$ cat config.mk
export PLATFORM = sky130hd
export DESIGN_NAME = bc_game_ctrl_flat
export DESIGN_NICKNAME = d
export VERILOG_FILES = /design/src/rtl/bc_pkg.sv /design/src/rtl/bc_game_ctrl_if.sv /design/src/rtl/bc_lfsr16.sv /design/src/rtl/bc_game_ctrl.sv /design/src/flat_wrapper.sv
export SDC_FILE = /design/constraint.sdc
export NUM_CORES = 1
export LEC_CHECK = 0
export CORE_ASPECT_RATIO = 2
export CORE_MARGIN = 1.5
export CORE_UTILIZATION = 55
export DETAILED_ROUTE_END_ITERATION = 12
export HOLD_SLACK_MARGIN = 0.15
export PLACE_DENSITY = 0.91
export RECOVER_POWER = 100
export SKIP_CTS_REPAIR_TIMING = 1
export SLEW_MARGIN = 0
export SYNTH_ARGS = -nofsm -noshare
export SYNTH_HDL_FRONTEND = slang
export SYNTH_SLANG_ARGS = --single-unit
export TNS_END_PERCENT = 5
$ cat constraint.sdc
create_clock -name iCLK_50 -period 2.7 [get_ports iCLK_50]
set_input_delay 0.54 -clock iCLK_50 [delete_from_list [all_inputs] [get_ports iCLK_50]]
set_output_delay 0.54 -clock iCLK_50 [all_outputs]
set_load 0.01 [all_outputs]
$ cat src/rtl/bc_pkg.sv
// bc_pkg: shared state/key codes, default sizing and LFSR taps for the Bulls-and-Cows controller.
package bc_pkg;
  typedef enum logic [2:0] {
    S_IDLE   = 3'd0,
    S_GEN    = 3'd1,
    S_ENTRY  = 3'd2,
    S_CHECK  = 3'd3,
    S_RESULT = 3'd4,
    S_WIN    = 3'd5,
    S_LOSE   = 3'd6
  } state_t;
  typedef enum logic [1:0] {
    KEY_DIGIT = 2'b00,
    KEY_ENTER = 2'b01,
    KEY_BACK  = 2'b10,
    KEY_RSVD  = 2'b11
  } key_t;
  localparam int DEF_NUM_DIGITS = 4;
  localparam int DEF_MAX_TRIES = 10;
  localparam logic [15:0] LFSR_TAPS = 16'hB400;
  function automatic logic [15:0] lfsr_next(input logic [15:0] s);
    return {s[14:0], ^(s & LFSR_TAPS)};
  endfunction
endpackage

$ cat src/rtl/bc_game_ctrl_if.sv
// bc_game_ctrl_if: key events in, game status out, between the PS/2 decoder and the display side.
interface bc_game_ctrl_if #(parameter int NUM_DIGITS = bc_pkg::DEF_NUM_DIGITS);
  logic key_valid;
  logic [1:0] key_type;
  logic [3:0] key_digit;
  logic [4*NUM_DIGITS-1:0] guess_flat;
  logic [4*NUM_DIGITS-1:0] secret_flat;
  logic [2:0] guess_len;
  logic [2:0] bulls;
  logic [2:0] cows;
  logic [3:0] tries;
  logic result_valid;
  logic err;
  logic win;
  logic lose;
  logic [2:0] state_o;
  modport slave (
    input key_valid, key_type, key_digit,
    output guess_flat, secret_flat, guess_len, bulls, cows, tries, result_valid, err, win, lose, state_o
  );
  modport master (
    output key_valid, key_type, key_digit,
    input guess_flat, secret_flat, guess_len, bulls, cows, tries, result_valid, err, win, lose, state_o
  );
endinterface

$ cat src/rtl/bc_lfsr16.sv
// bc_lfsr16: free-running 16-bit Fibonacci LFSR (taps 16,14,13,11), reloads SEED on reset.
module bc_lfsr16 import bc_pkg::*; #(
  parameter logic [15:0] SEED = 16'hACE1
) (
  input  logic        clk,
  input  logic        rst,
  output logic [15:0] q
);
  logic [15:0] lfsr_q, lfsr_d;
  always_comb lfsr_d = lfsr_next(lfsr_q);
  always_ff @(posedge clk) lfsr_q <= rst ? SEED : lfsr_d;
  assign q = lfsr_q;
endmodule

$ cat src/rtl/bc_game_ctrl.sv
// bc_game_ctrl: Bulls-and-Cows game FSM: secret generation, guess entry, one-pair-per-cycle scoring.
module bc_game_ctrl import bc_pkg::*; #(
  parameter int NUM_DIGITS = DEF_NUM_DIGITS,
  parameter int MAX_TRIES = DEF_MAX_TRIES,
  parameter logic [15:0] LFSR_SEED = 16'hACE1
) (
  input logic iCLK_50,
  input logic reset,
  bc_game_ctrl_if.slave bus
);
  localparam logic [2:0] ND = 3'(NUM_DIGITS);
  localparam logic [2:0] ND_M1 = 3'(NUM_DIGITS - 1);
  localparam logic [3:0] MT = 4'(MAX_TRIES);
  typedef logic [NUM_DIGITS-1:0][3:0] digits_t;
  state_t state_q, state_d;
  digits_t guess_q, guess_d, secret_q, secret_d;
  logic [2:0] len_q, len_d, gen_cnt_q, gen_cnt_d, i_q, i_d, j_q, j_d;
  logic [2:0] tmp_b_q, tmp_b_d, tmp_c_q, tmp_c_d, bulls_q, bulls_d, cows_q, cows_d;
  logic [3:0] tries_q, tries_d;
  logic rv_q, rv_d, err_q, err_d, win_q, win_d, lose_q, lose_d;
  logic [15:0] lfsr;
  logic [3:0] cand, g_i, s_j;
  logic [2:0] b_n, c_n;
  logic dup_g, dup_s, hit, last_j, k_dig, k_ent, k_back;
  logic unused_lfsr;
  bc_lfsr16 #(.SEED(LFSR_SEED)) u_lfsr (.clk(iCLK_50), .rst(reset), .q(lfsr));
  assign unused_lfsr = ^lfsr[15:4];
  assign cand = lfsr[3:0];
  assign k_dig = bus.key_valid && bus.key_type == KEY_DIGIT;
  assign k_ent = bus.key_valid && bus.key_type == KEY_ENTER;
  assign k_back = bus.key_valid && bus.key_type == KEY_BACK;
  // duplicate detection and the (i,j) digit pair for the current scoring step
  always_comb begin
    dup_g = 1'b0;
    dup_s = 1'b0;
    g_i = '0;
    s_j = '0;
    for (int k = 0; k < NUM_DIGITS; k++) begin
      if (k < int'(len_q) && guess_q[k] == bus.key_digit) dup_g = 1'b1;
      if (k < int'(gen_cnt_q) && secret_q[k] == cand) dup_s = 1'b1;
      if (k == int'(i_q)) g_i = guess_q[k];
      if (k == int'(j_q)) s_j = secret_q[k];
    end
    hit = g_i == s_j;
    b_n = tmp_b_q + {2'b00, hit && i_q == j_q};
    c_n = tmp_c_q + {2'b00, hit && i_q != j_q};
    last_j = j_q == ND_M1;
  end
  always_comb begin
    state_d = state_q;
    guess_d = guess_q;
    secret_d = secret_q;
    len_d = len_q;
    gen_cnt_d = gen_cnt_q;
    i_d = i_q;
    j_d = j_q;
    tmp_b_d = tmp_b_q;
    tmp_c_d = tmp_c_q;
    bulls_d = bulls_q;
    cows_d = cows_q;
    tries_d = tries_q;
    rv_d = 1'b0;
    err_d = 1'b0;
    win_d = win_q;
    lose_d = lose_q;
    case (state_q)
      S_IDLE, S_WIN, S_LOSE: if (k_ent) begin
        state_d = S_GEN;
        guess_d = '0;
        len_d = '0;
        gen_cnt_d = '0;
        bulls_d = '0;
        cows_d = '0;
        tries_d = '0;
        win_d = 1'b0;
        lose_d = 1'b0;
      end
      S_GEN: if (cand < 4'd10 && !dup_s) begin
        for (int k = 0; k < NUM_DIGITS; k++) if (k == int'(gen_cnt_q)) secret_d[k] = cand;
        gen_cnt_d = gen_cnt_q + 3'd1;
        state_d = gen_cnt_d == ND ? S_ENTRY : S_GEN;
      end
      S_ENTRY: begin
        if (k_dig) begin
          if (bus.key_digit > 4'd9 || dup_g || len_q == ND) err_d = 1'b1;
          else begin
            for (int k = 0; k < NUM_DIGITS; k++) if (k == int'(len_q)) guess_d[k] = bus.key_digit;
            len_d = len_q + 3'd1;
          end
        end else if (k_back && len_q != 3'd0) begin
          for (int k = 0; k < NUM_DIGITS; k++) if (k == int'(len_q) - 1) guess_d[k] = '0;
          len_d = len_q - 3'd1;
        end else if (k_ent) begin
          if (len_q == ND) begin
            state_d = S_CHECK;
            i_d = '0;
            j_d = '0;
            tmp_b_d = '0;
            tmp_c_d = '0;
          end else err_d = 1'b1;
        end
      end
      // the last pair's counts go straight into bulls/cows so they are valid during RESULT
      S_CHECK: begin
        tmp_b_d = b_n;
        tmp_c_d = c_n;
        j_d = last_j ? 3'd0 : j_q + 3'd1;
        i_d = last_j ? i_q + 3'd1 : i_q;
        if (last_j && i_q == ND_M1) begin
          state_d = S_RESULT;
          bulls_d = b_n;
          cows_d = c_n;
          tries_d = tries_q + 4'd1;
          rv_d = 1'b1;
        end
      end
      S_RESULT: begin
        win_d = bulls_q == ND;
        lose_d = bulls_q != ND && tries_q == MT;
        state_d = win_d ? S_WIN : lose_d ? S_LOSE : S_ENTRY;
        if (state_d == S_ENTRY) begin
          guess_d = '0;
          len_d = '0;
        end
      end
      default: state_d = S_IDLE;
    endcase
  end
  always_ff @(posedge iCLK_50) begin
    if (reset) begin
      state_q <= S_IDLE;
      guess_q <= '0;
      secret_q <= '0;
      len_q <= '0;
      gen_cnt_q <= '0;
      i_q <= '0;
      j_q <= '0;
      tmp_b_q <= '0;
      tmp_c_q <= '0;
      bulls_q <= '0;
      cows_q <= '0;
      tries_q <= '0;
      rv_q <= 1'b0;
      err_q <= 1'b0;
      win_q <= 1'b0;
      lose_q <= 1'b0;
    end else begin
      state_q <= state_d;
      guess_q <= guess_d;
      secret_q <= secret_d;
      len_q <= len_d;
      gen_cnt_q <= gen_cnt_d;
      i_q <= i_d;
      j_q <= j_d;
      tmp_b_q <= tmp_b_d;
      tmp_c_q <= tmp_c_d;
      bulls_q <= bulls_d;
      cows_q <= cows_d;
      tries_q <= tries_d;
      rv_q <= rv_d;
      err_q <= err_d;
      win_q <= win_d;
      lose_q <= lose_d;
    end
  end
  assign bus.guess_flat = guess_q;
  assign bus.secret_flat = secret_q;
  assign bus.guess_len = len_q;
  assign bus.bulls = bulls_q;
  assign bus.cows = cows_q;
  assign bus.tries = tries_q;
  assign bus.result_valid = rv_q;
  assign bus.err = err_q;
  assign bus.win = win_q;
  assign bus.lose = lose_q;
  assign bus.state_o = state_q;
endmodule

$ cat src/flat_wrapper.sv
// flat-port wrapper written by rule: the top's interface ports become plain ports
module bc_game_ctrl_flat import bc_pkg::*;
#(
  parameter int NUM_DIGITS = DEF_NUM_DIGITS,
  parameter int MAX_TRIES = DEF_MAX_TRIES,
  parameter logic [15:0] LFSR_SEED = 16'hACE1
)
  (iCLK_50, reset, bus_key_valid, bus_key_type, bus_key_digit, bus_guess_flat, bus_secret_flat, bus_guess_len, bus_bulls, bus_cows, bus_tries, bus_result_valid, bus_err, bus_win, bus_lose, bus_state_o);
  bc_game_ctrl_if #(.NUM_DIGITS(NUM_DIGITS)) bus_i ();
  input logic iCLK_50;
  input logic reset;
  input wire logic [$bits(bus_i.key_valid)-1:0] bus_key_valid;
  input wire logic [$bits(bus_i.key_type)-1:0] bus_key_type;
  input wire logic [$bits(bus_i.key_digit)-1:0] bus_key_digit;
  output wire logic [$bits(bus_i.guess_flat)-1:0] bus_guess_flat;
  output wire logic [$bits(bus_i.secret_flat)-1:0] bus_secret_flat;
  output wire logic [$bits(bus_i.guess_len)-1:0] bus_guess_len;
  output wire logic [$bits(bus_i.bulls)-1:0] bus_bulls;
  output wire logic [$bits(bus_i.cows)-1:0] bus_cows;
  output wire logic [$bits(bus_i.tries)-1:0] bus_tries;
  output wire logic [$bits(bus_i.result_valid)-1:0] bus_result_valid;
  output wire logic [$bits(bus_i.err)-1:0] bus_err;
  output wire logic [$bits(bus_i.win)-1:0] bus_win;
  output wire logic [$bits(bus_i.lose)-1:0] bus_lose;
  output wire logic [$bits(bus_i.state_o)-1:0] bus_state_o;
  assign bus_i.key_valid = bus_key_valid;
  assign bus_i.key_type = bus_key_type;
  assign bus_i.key_digit = bus_key_digit;
  assign bus_guess_flat = bus_i.guess_flat;
  assign bus_secret_flat = bus_i.secret_flat;
  assign bus_guess_len = bus_i.guess_len;
  assign bus_bulls = bus_i.bulls;
  assign bus_cows = bus_i.cows;
  assign bus_tries = bus_i.tries;
  assign bus_result_valid = bus_i.result_valid;
  assign bus_err = bus_i.err;
  assign bus_win = bus_i.win;
  assign bus_lose = bus_i.lose;
  assign bus_state_o = bus_i.state_o;
  bc_game_ctrl #(.NUM_DIGITS(NUM_DIGITS), .MAX_TRIES(MAX_TRIES), .LFSR_SEED(LFSR_SEED)) u_core (.iCLK_50(iCLK_50), .reset(reset), .bus(bus_i));
endmodule
==> summary.md <==
The library cells used most frequently in the layout, excluding fill and tap cells, are 79 x sky130_fd_sc_hd__dfxtp_1, 64 x sky130_fd_sc_hd__nor2_1, 54 x sky130_fd_sc_hd__dlygate4sd3_1, 32 x sky130_fd_sc_hd__nand2_1, 28 x sky130_fd_sc_hd__mux2i_1. The leading cell type in the layout, fill and taps excluded is sky130_fd_sc_hd__dfxtp_1. Total global routing track utilization: 30.04%.

The routed layout has 4235 vias. The tools report the number of global-route vias before repair as 4142. STA classifies the critical path endpoint as a flop.

The tools report the total cell area at the placement stage as 0.005176 sq mm. After global routing the overflow that remains totals 0. The clock sink total was 83; the final cell count without fillers was 673. Timing analysis after detailed placement gives a worst setup slack of -0.1419 ns. Sink of the worst hold path: u_core.u_lfsr.q[7]. Launch point of the worst reg-to-reg path: u_core.i_q[1]. The time the final worst path needs with I/O delays and setup was 2.661 ns. Of the available clock period, the critical path in the final layout requires 98.56%. Across all setup checks in the final design, the least slack found is 0.03889 ns. For met2 alone, demand over resource in global routing was 54.35%. After legalization and detailed placement, the total HPWL measured 8.802 mm. For the number of placed instances, taps included, the log shows 653. In this run, synthesis inferred 0 flip-flops with an integrated enable.

The synthesized netlist contains 57 unique library cells. In this design, the stage delay of the slowest critical-path cell is 0.39 ns. In this run the worst hold path is classified as reg2reg. The endpoint arrival time on the critical path was 2.87 ns; the fill cell instance count of the final layout was 546.

Static timing analysis puts the maximum clock frequency at 0.3758 GHz. Cell leakage power: 2.384 nW. The run gives 3.697 mW as the total power of the final layout. The cell count after synthesis was 509. The tools report the worst reg2reg path endpoint as u_core.bus.bulls[2]. The largest driver fanout on the critical path is 8.

The antenna diode count is 0, and the met3 usage in global routing is 6.250%. The critical path is of the reg2reg type. Number of buffers on the longest clock path: 2. The run gives 0 as the final number of max-transition violations.

For this design the ratio of total power to cell area is 661.5 mW/mm^2. Traced cell by cell, the critical path runs through inv_4 > ha_4 > and3b_1 > a21oi_1 > o21ai_0 > a22oi_1 > xnor2_1 > nand4_1 > nor2_2 > ha_2 > ha_4 > xnor2_1 > nor2_1 > mux2i_1 > nor2_1. The detailed router finished its first iteration with 362 violations. In the final layout, flip-flops and latches occupy 0.001672 sq mm.

The hold path depth works out to 1. The most used routing layer in global routing is met2. Counting the buffers created by CTS gives 9.

Measured in cells, the most critical reg-to-reg path has a length of 15. Yosys printed 0 warnings. The critical path startpoint category is a flop. The async set-or-reset flop fraction in the synthesized netlist is 0%. On the critical path, the stage with the largest delay is an instance of sky130_fd_sc_hd__dfxtp_4. The initial antenna violation count is 0, and the signed area change from the synthesized netlist to the final layout is 24.53%. The routed design has 13.02 mm of wire. The clock arrives with 0.006992 ns of skew. Routability-driven placement finished with a final weighted congestion of 0.9070. For this run, the leading register cell type out of synthesis is sky130_fd_sc_hd__dfxtp_1.

Across the run, the number of max-cap violations was 0. Counting every net in the synthesized netlist gives 539. The average wire per cell in the routed design was 19.34 um. The row count came out at 46. The first global-routing pass estimated 19.73 mm of wire. The floorplan step defined a die boundary enclosing 0.008744 sq mm.

The final-stage net count was 602; the initial standard-cell utilization of the core was 56.51%. Die boundary width: 66.88 um. The post-synthesis instance area was 0.004488 sq mm.

The count of nets left with antenna violations once routing finished came out at 0. A synthesized cell averages 8.817 sq um. The actual slew at the worst max-slew pin works out to 1.168 ns.

The register bit total from synthesis works out to 83. The logs give 37.02% for the sequential-to-total area share from yosys stat and 0.34 ns for the clock latency reported for the late side of the worst-skew pair. The ratio of routed vias to standard cells was 6.293. The clock tree root buffer cell is sky130_fd_sc_hd__clkbuf_16. The flow ran to the end, and the final reports show no timing, DRC or antenna violations. Data on the critical path is required at its endpoint by 2.91 ns.

The number of endpoints failing setup at the final stage is 0. TritonCTS built the clock tree. At the end of the flow the core is filled with cells to 70.37%. The H-tree generated during clock tree synthesis spans 3 levels. The clock-pin slew of the registers on the worst-case setup and hold paths was 0.06 ns; the area of the core was 0.007943 sq mm.

Across the VDD grid, the largest voltage drop is 0.0004228 V. Worst hold path startpoint: u_core.u_lfsr.q[6]. For the register-to-register setup slack, the log shows 0.04 ns.

For the first-pass detailed-route iteration total, the log shows 5. The headroom to the max-slew limit was 22.14%; the fraction of final layout cells with drive strength greater than 1 was 11.61%. For the final hold violation count, the log shows 0. In this run the vertical extent of the chip is 130.8 um. The tools report the met1 track utilization from global routing as 29.09%. Entering global routing, the biggest net connects 47 pins.

During I/O placement, the number of pins put on the boundary was 61. The multi-input logic area was 0.002715 sq mm; the remaining routing DRC violations was 0. The final non-filler cell area was 0.005589 sq mm. The count of port buffers added during placement is 60.
kinds of logic after synthesis:
logic type / Yosys count / synth area share, %
AND/OR/NAND/NOR: 185 / 21.66
AO/OA/AOI/OAI: 106 / 16.17
flip-flops: 83 / 37.02
XOR/XNOR: 44 / 8.587
buffers and inverters: 41 / 4.042
multiplexers: 29 / 6.496
adder cells (fa/ha/maj): 21 / 6.022
sequential cells by signal, summed over array words and instances, names as in the netlist:
signal / cells
u_core.bus.tries: 4
u_core.gen_cnt_q: 3
u_core.tmp_c_q: 3
u_core.bus.state_o: 3
u_core.i_q: 3
u_core.bus.result_valid: 1
u_core.bus.cows: 3
u_core.bus.guess_len: 3
u_core.u_lfsr.q: 16
u_core.bus.err: 1
u_core.bus.guess_flat: 16
u_core.j_q: 3
u_core.bus.lose: 1
u_core.bus.secret_flat: 16
u_core.tmp_b_q: 3
u_core.bus.bulls: 3
u_core.bus.win: 1
report_power, final:
| group | internal [mW] | switching [mW] | total, mW |
|---|---|---|---|
| clock network | 0.813 | 0.482 | 1.29 |
| logic | 0.407 | 0.585 | 0.991 |
| registers | 1.28 | 0.129 | 1.41 |
| total | 2.50 | 1.20 | 3.70 |
per-layer routing:
metal / share of wire (%) / vias up
met3: 5.1 / 86
met1: 34 / 1989
li1: - / 1915
met4: 7.8 / 0
met5: 0 / -
met2: 53 / 245
synthesized netlist by cell type (3+ instances only):
cell	count	area (sq um)
sky130_fd_sc_hd__dfxtp_1	83	1662
sky130_fd_sc_hd__nor2_1	67	251.5
sky130_fd_sc_hd__nand2_1	32	120.1
sky130_fd_sc_hd__mux2i_1	28	280.3
sky130_fd_sc_hd__a21oi_1	27	135.1
sky130_fd_sc_hd__xnor2_1	25	219.0
sky130_fd_sc_hd__o21ai_0	22	110.1
sky130_fd_sc_hd__ha_1	20	250.2
sky130_fd_sc_hd__xor2_1	19	166.4
sky130_fd_sc_hd__a22oi_1	16	120.1
sky130_fd_sc_hd__inv_1	16	60.06
sky130_fd_sc_hd__nand3_1	13	65.06
sky130_fd_sc_hd__buf_2	10	50.05
sky130_fd_sc_hd__nor2b_1	10	62.56
sky130_fd_sc_hd__and3b_1	9	78.83
sky130_fd_sc_hd__clkbuf_1	9	33.78
sky130_fd_sc_hd__nand2b_1	9	56.30
sky130_fd_sc_hd__nor3_1	8	40.04
sky130_fd_sc_hd__o2bb2ai_1	8	70.07
sky130_fd_sc_hd__or2_2	8	50.05
sky130_fd_sc_hd__o31ai_1	6	45.04
sky130_fd_sc_hd__a32o_1	5	50.05
sky130_fd_sc_hd__buf_4	4	30.03
sky130_fd_sc_hd__nand3b_1	4	30.03
sky130_fd_sc_hd__nand4_1	4	25.02
sky130_fd_sc_hd__a31oi_1	3	18.77
sky130_fd_sc_hd__and2_1	3	18.77
sky130_fd_sc_hd__nand4_2	3	37.54
sky130_fd_sc_hd__nor3_2	3	30.03
cell type report:
type / instances / share of cell area [%]
inverter: 17 / 1.231
timing repair buffer: 76 / 12.58
clock buffer: 12 / 4.231
sequential: 83 / 29.91
tap: 96 / 2.149
multi-input combinational: 385 / 48.58
clock inverter: 4 / 1.321
through the flow:
step	setup TNS, ns	hold WS (ns)
6_report	0	0.4078
4_1_cts	-0.6454	0.4093
3_3_place_gp	0	0.3941
5_1_grt	-0.5730	0.4305
3_5_place_dp	-0.3498	0.3954
2_1_floorplan	0	0.3895
worst max-delay path by stage:
stage / from / end / slack (ns) / cells past startpoint
6_report: u_core.i_q[1] / u_core.bus.bulls[2] / 0.04 / 15
2_1_floorplan: u_core.j_q[0] / u_core.bus.bulls[2] / 0.35 / 14
4_1_cts: u_core.i_q[0] / u_core.bus.bulls[2] / -0.20 / 14
3_3_place_gp: u_core.i_q[0] / u_core.bus.bulls[2] / 0.02 / 14
5_1_grt: u_core.i_q[1] / u_core.bus.bulls[2] / -0.12 / 15
3_5_place_dp: u_core.i_q[0] / u_core.bus.bulls[2] / -0.14 / 14
critical path, delay by kind of cell (launching register included):
kind	cells	cell delay, ns
buf+inv	1	0.05
simple gates	5	0.70
compound gates	3	0.42
xor+xnor	2	0.32
fa+ha+maj	3	0.52
mux	1	0.13
flops	1	0.39
Note: power is estimated with default switching activity, not from simulation.
